### src/rtl/alu_arbiter.sv
// Round-robin arbiter that shares one combinational ALU between two requesters.
// Only one operation is in flight at a time: IDLE accepts, EXEC lets the ALU settle, RESP holds the result.
module alu_arbiter #(
  parameter int DATA_W = 8,
  parameter int OP_W   = 4,
  parameter int CNT_W  = 16
) (
  input  logic              clk,
  input  logic              rst,
  input  logic              req0_valid,
  output logic              req0_ready,
  input  logic [OP_W-1:0]   req0_op,
  input  logic [DATA_W-1:0] req0_a,
  input  logic [DATA_W-1:0] req0_b,
  input  logic              req1_valid,
  output logic              req1_ready,
  input  logic [OP_W-1:0]   req1_op,
  input  logic [DATA_W-1:0] req1_a,
  input  logic [DATA_W-1:0] req1_b,
  output logic              rsp0_valid,
  input  logic              rsp0_ready,
  output logic [DATA_W-1:0] rsp0_result,
  output logic [3:0]        rsp0_flags,
  output logic              rsp1_valid,
  input  logic              rsp1_ready,
  output logic [DATA_W-1:0] rsp1_result,
  output logic [3:0]        rsp1_flags,
  output logic [OP_W-1:0]   alu_op,
  output logic [DATA_W-1:0] alu_a,
  output logic [DATA_W-1:0] alu_b,
  input  logic [DATA_W-1:0] alu_result,
  input  logic              alu_zero,
  input  logic              alu_overflow,
  input  logic              alu_carry,
  input  logic              alu_negative,
  output logic              busy,
  output logic [CNT_W-1:0]  op_count
);

  typedef enum logic [1:0] {IDLE, EXEC, RESP} state_t;

  state_t                   state, state_nxt;
  logic                     last_grant;
  logic                     owner;
  logic                     grant;
  logic                     accept;
  logic                     rsp_done;
  logic [1:0]               rsp_valid_q;
  logic [1:0][DATA_W-1:0]   rsp_result_q;
  logic [1:0][3:0]          rsp_flags_q;

  // NOTE: every signal written here gets a default first, so no path leaves one unassigned and infers a latch.
  always_comb begin
    state_nxt  = state;
    grant      = 1'b0;
    accept     = 1'b0;
    rsp_done   = 1'b0;
    req0_ready = 1'b0;
    req1_ready = 1'b0;
    case (state)
      IDLE: begin
        // On a tie the requester that was not served last wins.
        if (req0_valid && req1_valid) grant = ~last_grant;
        else                          grant = req1_valid;
        // Ready is masked during reset so a requester never sees an accept that reset discards.
        accept     = (req0_valid || req1_valid) && !rst;
        req0_ready = accept && !grant;
        req1_ready = accept && grant;
        if (accept) state_nxt = EXEC;
      end
      EXEC: state_nxt = RESP;
      RESP: begin
        rsp_done = owner ? rsp1_ready : rsp0_ready;
        if (rsp_done) state_nxt = IDLE;
      end
      default: state_nxt = IDLE;
    endcase
  end

  // NOTE: sequential state uses non-blocking assignments so all registers update from pre-edge values.
  always_ff @(posedge clk) begin
    if (rst) state <= IDLE;
    else     state <= state_nxt;
  end

  // NOTE: response slots are reset too, because their reset value of zero is architecturally visible.
  always_ff @(posedge clk) begin
    if (rst) begin
      last_grant   <= 1'b1;
      owner        <= 1'b0;
      alu_op       <= '0;
      alu_a        <= '0;
      alu_b        <= '0;
      rsp_valid_q  <= '0;
      rsp_result_q <= '0;
      rsp_flags_q  <= '0;
      op_count     <= '0;
    end else begin
      case (state)
        IDLE: if (accept) begin
          owner  <= grant;
          alu_op <= grant ? req1_op : req0_op;
          alu_a  <= grant ? req1_a  : req0_a;
          alu_b  <= grant ? req1_b  : req0_b;
        end
        EXEC: begin
          rsp_result_q[owner] <= alu_result;
          rsp_flags_q[owner]  <= {alu_zero, alu_overflow, alu_carry, alu_negative};
          rsp_valid_q[owner]  <= 1'b1;
        end
        RESP: if (rsp_done) begin
          rsp_valid_q[owner] <= 1'b0;
          last_grant         <= owner;
          op_count           <= op_count + CNT_W'(1);
        end
        default: ;
      endcase
    end
  end

  assign busy        = (state != IDLE);
  assign rsp0_valid  = rsp_valid_q[0];
  assign rsp1_valid  = rsp_valid_q[1];
  assign rsp0_result = rsp_result_q[0];
  assign rsp1_result = rsp_result_q[1];
  assign rsp0_flags  = rsp_flags_q[0];
  assign rsp1_flags  = rsp_flags_q[1];

endmodule

### config.mk
export PLATFORM = sky130hd
export DESIGN_NAME = alu_arbiter
export DESIGN_NICKNAME = d
export VERILOG_FILES = /design/src/rtl/alu_arbiter.sv
export SDC_FILE = /design/constraint.sdc
export NUM_CORES = 1
export LEC_CHECK = 0
export CAP_MARGIN = 20
export CORE_AREA = 8 8 95 97
export DETAILED_ROUTE_END_ITERATION = 8
export DIE_AREA = 0 0 103 105
export GPL_TIMING_DRIVEN = 0
export PLACE_DENSITY = 0.85
export SLEW_MARGIN = 0
export SYNTH_ARGS = -nofsm -noshare
export SYNTH_HDL_FRONTEND = slang
export SYNTH_SLANG_ARGS = --single-unit
### constraint.sdc
create_clock -name clk -period 1.6 [get_ports clk]
set_input_delay 0.48 -clock clk [delete_from_list [all_inputs] [get_ports clk]]
set_output_delay 0.48 -clock clk [all_outputs]
set_load 0.02 [all_outputs]
==> results of run 1 <==
per-stage QoR:
stage / hold WS, ns / utilization, %
floorplan: 0.511 / -
global route: 0.472 / 59.3
global placement: 0.443 / 54.7
detailed placement: 0.446 / 54.7
CTS: 0.453 / 58.3
finish: 0.452 / 59.3
flip-flops by register name (all words and copies together) (netlist names), named ones only:
name and cells:
owner 1, alu_a 8, last_grant 1, rsp0_flags 4, rsp1_flags 4, alu_b 8, op_count 16, rsp0_result 8
alu_op 4, rsp1_result 8, state 2
cell type report:
type	count	area [um^2]	share of cell area, %
diodes	1	2.50	0.0561
plain buffers	22	138	3.08
clock buffers	11	163	3.64
clock inverters	5	82.6	1.85
inverters	1	3.75	0.0841
multi-input cells	251	1400	31.4
flip-flops and latches	66	1340	30.0
well taps	102	128	2.86
repair buffers	133	1210	27.1
worst max-delay path by stage:
stage | to | slack (ns)
detailed placement | req1_ready | -1.01
floorplan | op_count[14] | 0.01
CTS | req1_ready | -0.19
finish | req1_ready | -0.17
global route | req1_ready | -0.24
global placement | req1_ready | -0.98
cells in the mapped netlist:
| master | n |
|---|---|
| nand2_1 | 85 |
| dfxtp_1 | 66 |
| nor2_1 | 38 |
| a21oi_1 | 36 |
| a311oi_1 | 20 |
| nand3_1 | 20 |
| clkbuf_1 | 14 |
| xnor2_1 | 9 |
| nor3_1 | 6 |
| o21ai_0 | 6 |
| buf_2 | 5 |
| nor2b_1 | 5 |
| or3_1 | 5 |
| and4_1 | 2 |
| buf_1 | 2 |
| buf_4 | 2 |
| nand4_1 | 2 |
| nor4_1 | 2 |
| nor4b_1 | 2 |
| or3_4 | 2 |
| and2_1 | 1 |
| and3_1 | 1 |
| buf_6 | 1 |
| clkbuf_8 | 1 |
| ha_1 | 1 |
| inv_1 | 1 |
| mux2i_1 | 1 |
| nand2b_1 | 1 |
| nand3b_1 | 1 |
| nand4b_2 | 1 |
| nor3b_1 | 1 |
| o21a_1 | 1 |
| o21bai_1 | 1 |
| xor2_1 | 1 |
layer usage:
layer,part of all wire (%),GRT usage (%),wire (um),vias to the layer above
li1,-,-,-,1461
met4,1.3,5.07,110,2
met1,40,17.4,3500,1304
met3,9.7,6.97,842,12
met2,48,26.9,4190,97
met5,0.092,0,8,-
critical path, delay by kind of cell:
family	cells	cell delay (ns)
AND/OR/NAND/NOR	3	0.26
buffers and inverters	3	0.56
cells by family after synthesis:
family / synth area share (%)
and+or+nand+nor: 28.6
DFF: 48.1
AOI/OAI and AO/OA: 14.6
buffers and inverters: 4.69
xor gates and xnor gates: 3.19
muxes: 0.364
adders and majority gates: 0.456
where the power goes:
part | internal (uW) | total (uW) | switching (uW)
clock | 1020 | 1670 | 648
sequential | 1750 | 1810 | 66.0
combinational | 400 | 888 | 488
total | 3170 | 4370 | 1200
what timing repair did:
item                       in CTS  in global routing
hold buffers                    0                  0
setup endpoints to repair     102                 59
hold endpoints to repair        0                  0
pin swaps                       7                  4
gates resized for setup       106                 35
buffers inserted                6                  6
==> reports/metrics.csv, run 1 <==
metric;value;unit
worst_ep_required_time;1.12;ns
clkSinkCount;66;
clkSlewWorstSetupHoldPaths;0.07;ns
ys_seq_area_share;48.1;%
rr_worst_depth;5;
ys_ff_latch;66;
start_kind;primary input;
final.setup.tns;-0.358;ns
coreArea;7530;um^2
netlist_area;2750;um^2
outcome;complete, but fails checks;
ys.warnings.count;0;
cp_max_fo;3;
post-route-period-util;111;%
port_buffers;121;
synth_area_leaders;dfxtp_1, nand2_1, a21oi_1;
ir_worst_vdd;0.000432;V
crit_path_start;req0_valid;
crit_arrival;1.29;ns
cts_tree;done;
die_w;103;um
power;4370;uW
cts_buffers;9;
max_cap_viol_count;0;
placementRows;32;
leakage;0.00190;uW
rrSetupSlack;0.01;ns
yosysTopAreaCell;dfxtp_1;
antenna_found_initial;2;
hold_viol;0;
grt_util_all_layers;16.0;%
hp-class;reg -> reg;
power_density;979;nW/um^2
initial_core_util;36.5;%
die-area;10800;um^2
fp.dieH;105;um
dr.first_iter.drc_count;91;
max_stage_delay;0.28;ns
grt_max_degree;13;
syn_area_per_cell;8.01;um^2
hold_depth;2;
cts-htree-levels;3;
top_level_ports;123;
vias_per_cell;4.86;
post-dp-hpwl;6.57;mm
syn-instance-count;343;
drc;0;
cts_buffer_depth;2;
ys_types;34;
setup_ws;-0.170;ns
clock_latency;0.34;ns
hold_path_end;rsp0_result[5];
final_common_cell;nand2_1;
final_area;4460;um^2
ant_nets;0;
cp_cell_sequence;dlygate4sd2_1, nand2_2, nand3_2, clkbuf_8, nor2_4, buf_6;
worst_pin_slew;0.464;ns
r2r_end;op_count[11];
period_needed;1.77;ns
final_cell_mix;nand2_1, dfxtp_1, dlygate4sd2_1;
fin_cells;592;
syn_to_final_growth;62.6;%
place_inst;566;
slowest_stage;dlygate4sd2_1;
root_buffer;clkbuf_8;
pre_cts_slack;-1.01;ns
wirelength;8.65;mm
rsz0062_at_grt;true;
finalSetupViolCount;3;
endpoint_kind;primary output;
drtPass1Iterations;4;
grt_pass1_wl;14.0;mm
fill_cells;719;
path_class;in -> out;
r2r_start;state[1];
final_nets;543;
failed_checks;negative setup slack;
place_congestion;0.768;
grt_pass1_vias;2970;
slew-limit-headroom;69.1;%
wl_per_cell;14.6;um
grt-ovfl-total;0;
syn_nets;402;
placed_cell_area;4120;um^2
synth_top_area_share;48.1;%
timing.final.max_slew_violations;0;
vias;2876;
hold_path.startpoint;rsp0_result[5];
fmax;0.565;GHz
drive_gt1_share;16.8;%
fin_skew;0.00786;ns
Power figures use the tool's default switching activity.
==> run 2, diff against run 1 <==
CAP_MARGIN = unset   (was 20)
REMOVE_ABC_BUFFERS = 1   (was unset)
SLEW_MARGIN = 20   (was 0)
==> run 2 against run 1 <==
- the run still ends with negative setup slack left
- count of clock-buffer cells in the layout is 2 lower
- sequential share of layout area is 1.0 points higher
- die area stayed put
- global-route usage is 0.092 points lower
- register-to-register slack worse by 0.06 ns
- highest routed layer is now met4
- cell area is 3.4% lower
- fmax is 1.5% higher
==> reports/metrics.csv, run 2 (synthesis gave the netlist of run 1 again) <==
metric;value;unit;change
outcome;complete, but fails checks;;
failed_checks;negative setup slack;;
antenna_cells;0;;-1
ant_nets;0;;unchanged
slowest_stage;clkdlybuf4s15_2;;
period_needed;1.74;ns;-0.0256 ns
hold_viol;0;;unchanged
cp_num_buf_inv;2;;-1
worst_pin_slew;0.509;ns;+0.0452 ns
wirelength;8.69;mm;+0.49%
antenna_found_initial;0;;-2
leakage;0.00180;uW;-5.2%
largest_reg_flops;16;;unchanged
clkSlewWorstSetupHoldPaths;0.06;ns;about the same
cp_max_fo;6;;+3
final_cell_mix;nand2_1, dfxtp_1, dlygate4sd2_1;;
place_congestion;0.790;;+2.8%
initial_core_util;36.5;%;unchanged
path_delay_family;buffers and inverters;;
ff_latch_area;1340;um^2;about the same
fin_skew;0.00737;ns;-0.000490 ns
finalSetupViolCount;8;;+5
vias_per_cell;4.97;;+2.2%
fill_cells;718;;-0.14%
top_level_ports;123;;unchanged
cts_tree;done;;
endpoint_kind;primary output;;
clkSinkCount;66;;unchanged
worst_ep_required_time;1.12;ns;about the same
cts_buffers;9;;unchanged
grt_util_all_layers;15.9;%;-0.092 points
grt_pass1_vias;2916;;-1.8%
utilization;57.3;%;-2.0 points
fin_hold_ws;0.450;ns;-0.00207 ns
fp.dieH;105;um;unchanged
coreArea;7530;um^2;unchanged
timing.final.max_slew_violations;0;;unchanged
power_density;900;nW/um^2;-8.1%
drc;0;;unchanged
multi_input_area;1410;um^2;+0.54%
cts_buffer_depth;2;;unchanged
drtPass1Iterations;4;;unchanged
hp-class;reg -> reg;;
final_nets;531;;-2.2%
fmax;0.573;GHz;+1.5%
grt_pass1_wl;13.9;mm;-0.83%
start_kind;primary input;;
wl_per_cell;15.0;um;+2.9%
setup_ws;-0.144;ns;+0.0256 ns
port_buffers;122;;+0.83%
grt_max_degree;69;;+56
final_common_cell;nand2_1;;
rsz0062_at_grt;true;;
die-area;10800;um^2;unchanged
ir_worst_vdd;0.000482;V;+12%
placementRows;32;;unchanged
clock_latency;0.33;ns;about the same
cp_cell_sequence;clkdlybuf4s15_2, nor2b_1, nor3_2, buf_4;;
cts_hold_buffers;0;;unchanged
drive_gt1_share;14.3;%;-2.5 points
largest-register;op_count;;
syn_to_final_growth;57.0;%;
max_stage_delay;0.26;ns;-0.02 ns
cts-htree-levels;3;;unchanged
crit_arrival;1.26;ns;-0.03 ns
grt-ovfl-total;0;;unchanged
slew-limit-headroom;66.1;%;-3.0 points
post-route-period-util;109;%;-1.6 points
max_cap_viol_count;0;;unchanged
path_class;in -> out;;
post-dp-hpwl;5.85;mm;-11%
root_buffer;clkbuf_8;;
die_w;103;um;unchanged
vias;2870;;-0.21%
dr.first_iter.drc_count;106;;+16%
run 2: repair_timing:
item,in CTS,in global routing
pin swaps,5,4
resized for setup,115,14
gates cloned,1,1
setup endpoints to repair,128,34
buffers inserted,9,10
run 2: per-stage QoR:
| step | TNS [ns] | instance area (um^2) | setup WS, ns | total power (uW) | instances |
|---|---|---|---|---|---|
| floorplan | -6.89 | 2620 | -0.455 | 2240 | 318 |
| global placement | -93.17 | 3970 | -2.37 | 2700 | 542 |
| detailed placement | -35.27 | 3970 | -1.38 | 2710 | 542 |
| CTS | -0.678 | 4210 | -0.159 | 3890 | 567 |
| global route | -1.02 | 4310 | -0.193 | 4080 | 578 |
| finish | -0.462 | 4310 | -0.144 | 3880 | 578 |
run 2: worst paths after layout:
| check | end | cells after the start | slack [ns] | start |
|---|---|---|---|---|
| setup reg to reg | op_count[15] | 5 | -0.05 | state[0] |
| setup / recovery | req0_ready | 4 | -0.14 | req1_valid |
| hold reg to reg | rsp0_result[0] | 2 | 0.45 | rsp0_result[0] |
| hold / removal | rsp0_result[0] | 2 | 0.45 | rsp0_result[0] |
run 2: tightest hold or removal path, cell delays in order, from the launching register on:
cell and delay, ns:
dfxtp_1 0.30, nand2_1 0.05, a21oi_1 0.05
run 2: power by group:
part	internal (uW)	switching, uW	total (uW)
clock	541	622	1160
sequential	1750	64.1	1810
combinational	400	503	903
run 2: layout make-up:
class | instances | share of cell area (%)
Sequential cell | 66 | 31.0
Clock inverter | 6 | 0.813
Multi-Input combinational cell | 253 | 32.6
Tap cell | 102 | 2.96
Clock buffer | 9 | 2.87
Timing Repair Buffer | 141 | 29.6
Inverter | 1 | 0.0871
run 2: metal layers:
layer | track usage (%) | routed length (um)
met1 | 17.7 | 3650
met2 | 26.3 | 4180
met3 | 6.64 | 804
met4 | 5.38 | 65
met5 | 0 | 0
==> RTL edit: new RTL, flow settings as in run 2 <==
Re-encode `state_t` (3 states) as one-hot, 3 bits wide.
--- a/src/rtl/alu_arbiter.sv
+++ b/src/rtl/alu_arbiter.sv
@@ -38,5 +38,5 @@
 );
 
-  typedef enum logic [1:0] {IDLE, EXEC, RESP} state_t;
+  typedef enum logic [2:0] {IDLE = 3'b001, EXEC = 3'b010, RESP = 3'b100} state_t;
 
   state_t                   state, state_nxt;
Function: no difference found for any inputs over 10 cycles, from zero or initial values and one cycle with rst high; not proved beyond that.
==> RTL edit against run 2 <==
The run still ends with negative setup slack left. Count of clock-buffer cells in the layout unchanged. Synthesized cell count is 5.8% lower. Wire length increased by 13%. Final cell count down 0.17%. Total power up 8.2%. Non-clock buffer count up 12. Sequential cell count up 1. Area after synthesis is 1.6% lower. Worst setup slack worse by 0.60 ns. First-iteration DRC count is 7.5% higher. Cell area grew 9.8%. Sequential share of layout area is 2.4 points lower.
==> RTL edit: results (changes against run 2) <==
[grt]
track_usage = 0.1769  ; +0.01822
grt_max_degree = 38  ; -45%
grt_pass1_vias = 3104  ; +6.4%
grt_pass1_wl_um = 15280  ; +9.9%

[sta]
skew_ns = 0.01249  ; +0.005118 ns
setup_viol_count_final = 67  ; +59
worst_slack_ns = -0.7430  ; -0.5985 ns

[route]
drt_iter0_markers = 114  ; +7.5%
wire_per_inst_um = 16.95  ; +13%
num_vias = 2999  ; +4.5%

[run_status]
status = finished, violations left
violations = negative setup slack

[cells_and_area]
fillers = 646  ; -10%
finalNonFillerCells = 577  ; -0.17%
drive_above_1_share = 0.2568  ; +0.1140

[pwr]
vdd_drop_max_mv = 0.7195  ; +49%
p_int_mw = 2.985  ; +11%
p_leak_nw = 1.902  ; +5.8%

[synthesis]
synth_commonest_cells = 67 x dfxtp_1, 55 x nand2_1, 37 x a21oi_1, 29 x o21ai_0, 21 x nand3b_1
synth_area_leaders = dfxtp_1 50%, nand2_1 7.6%, a21oi_1 6.9%
syn_area_per_cell_um2 = 8.367  ; +4.5%
synthFlopType = dfxtp_1
ys_seq_area_frac = 0.4963  ; +0.01520

[placed_design]
gp_congestion = 0.7267  ; -8.0%
dp_cells = 526  ; -3.0%
hpwl_um = 5965  ; +1.9%

[worst_setup_path]
cp_max_fo = 5  ; -1
cp_top_family = simple AND/OR/NAND/NOR gates
critPathSlowestCell = clkdlybuf4s50_1

RTL edit: cell types whose count changed after synthesis, sizes merged, moves of 3 or more:
cell | before | now
a311oi | 20 | 0
buf | 10 | 3
clkbuf | 15 | 20
inv | 1 | 5
nand2 | 85 | 55
nand3 | 20 | 7
nand3b | 1 | 21
nor2 | 38 | 14
nor2b | 5 | 0
nor3 | 6 | 3
o21ai | 6 | 29
o22ai | 0 | 20
RTL edit: timing repair:
item                                    4_1_cts  5_1_grt
cloned                                        6        1
setup buffers                                21        8
gates resized for setup                     159       64
pin swaps                                    30       29
endpoints found under the setup margin      105       79
RTL edit: worst paths after layout:
check	from	end	slack [ns]	cells after the start
worst max-delay path	req1_valid	req1_ready	-0.74	6
worst min-delay path	rsp1_result[7]$_SDFFE_PP0P_	rsp1_result[7]$_SDFFE_PP0P_	0.45	2
worst max register to register	state[0]$_SDFFE_PP1P_	op_count[11]$_SDFFE_PP0P_	-0.64	7
worst min register to register	rsp1_result[7]$_SDFFE_PP0P_	rsp1_result[7]$_SDFFE_PP0P_	0.45	2
RTL edit: through the flow:
step             util  cell area (um^2)  setup TNS (ns)  setup slack [ns]
6_report       0.6292              4736          -21.34           -0.7430
5_1_grt        0.6292              4736          -26.98           -0.7828
4_1_cts        0.6067              4567          -15.89           -0.7265
3_5_place_dp   0.5303              3991          -33.67            -1.858
3_3_place_gp   0.5263              3961         -106.83            -3.377
2_1_floorplan       -              2613          -14.54            -1.097
RTL edit: layer usage:
metal	up-vias	part of all wire	track usage
li1	1435	-	-
met1	1429	0.39	0.1910
met2	121	0.50	0.3054
met3	14	0.093	0.06901
met4	0	0.014	0.05791
met5	-	0	0
RTL edit: cells by family after synthesis:
kind of cell / synth area share
multiplexers: 0.007870
buffers and inverters: 0.04028
AO/OA/AOI/OAI: 0.1778
XOR/XNOR: 0.02593
AND/OR/NAND/NOR: 0.2472
adder cells (fa/ha/maj): 0.004629
flip-flops: 0.4963
RTL edit: cell type report:
cell class	instances	area, um^2	area share
Clock buffer	9	123.9	0.02616
Tap cell	102	127.6	0.02695
Timing Repair Buffer	153	1468	0.3099
Clock inverter	7	68.82	0.01453
Sequential cell	67	1356	0.2864
Inverter	5	18.77	0.003963
Multi-Input combinational cell	234	1573	0.3321
RTL edit: power by group through the flow:
| stage | registers (mW) | clock network (mW) | logic [mW] |
|---|---|---|---|
| 2_1_floorplan | 1.96 | 0 | 0.193 |
| 4_1_cts | 1.82 | 1.40 | 0.884 |
| 3_5_place_dp | 1.86 | 0 | 0.725 |
| 3_3_place_gp | 1.86 | 0 | 0.708 |
| 6_report | 1.82 | 1.39 | 0.991 |
| 5_1_grt | 1.83 | 1.49 | 1.06 |
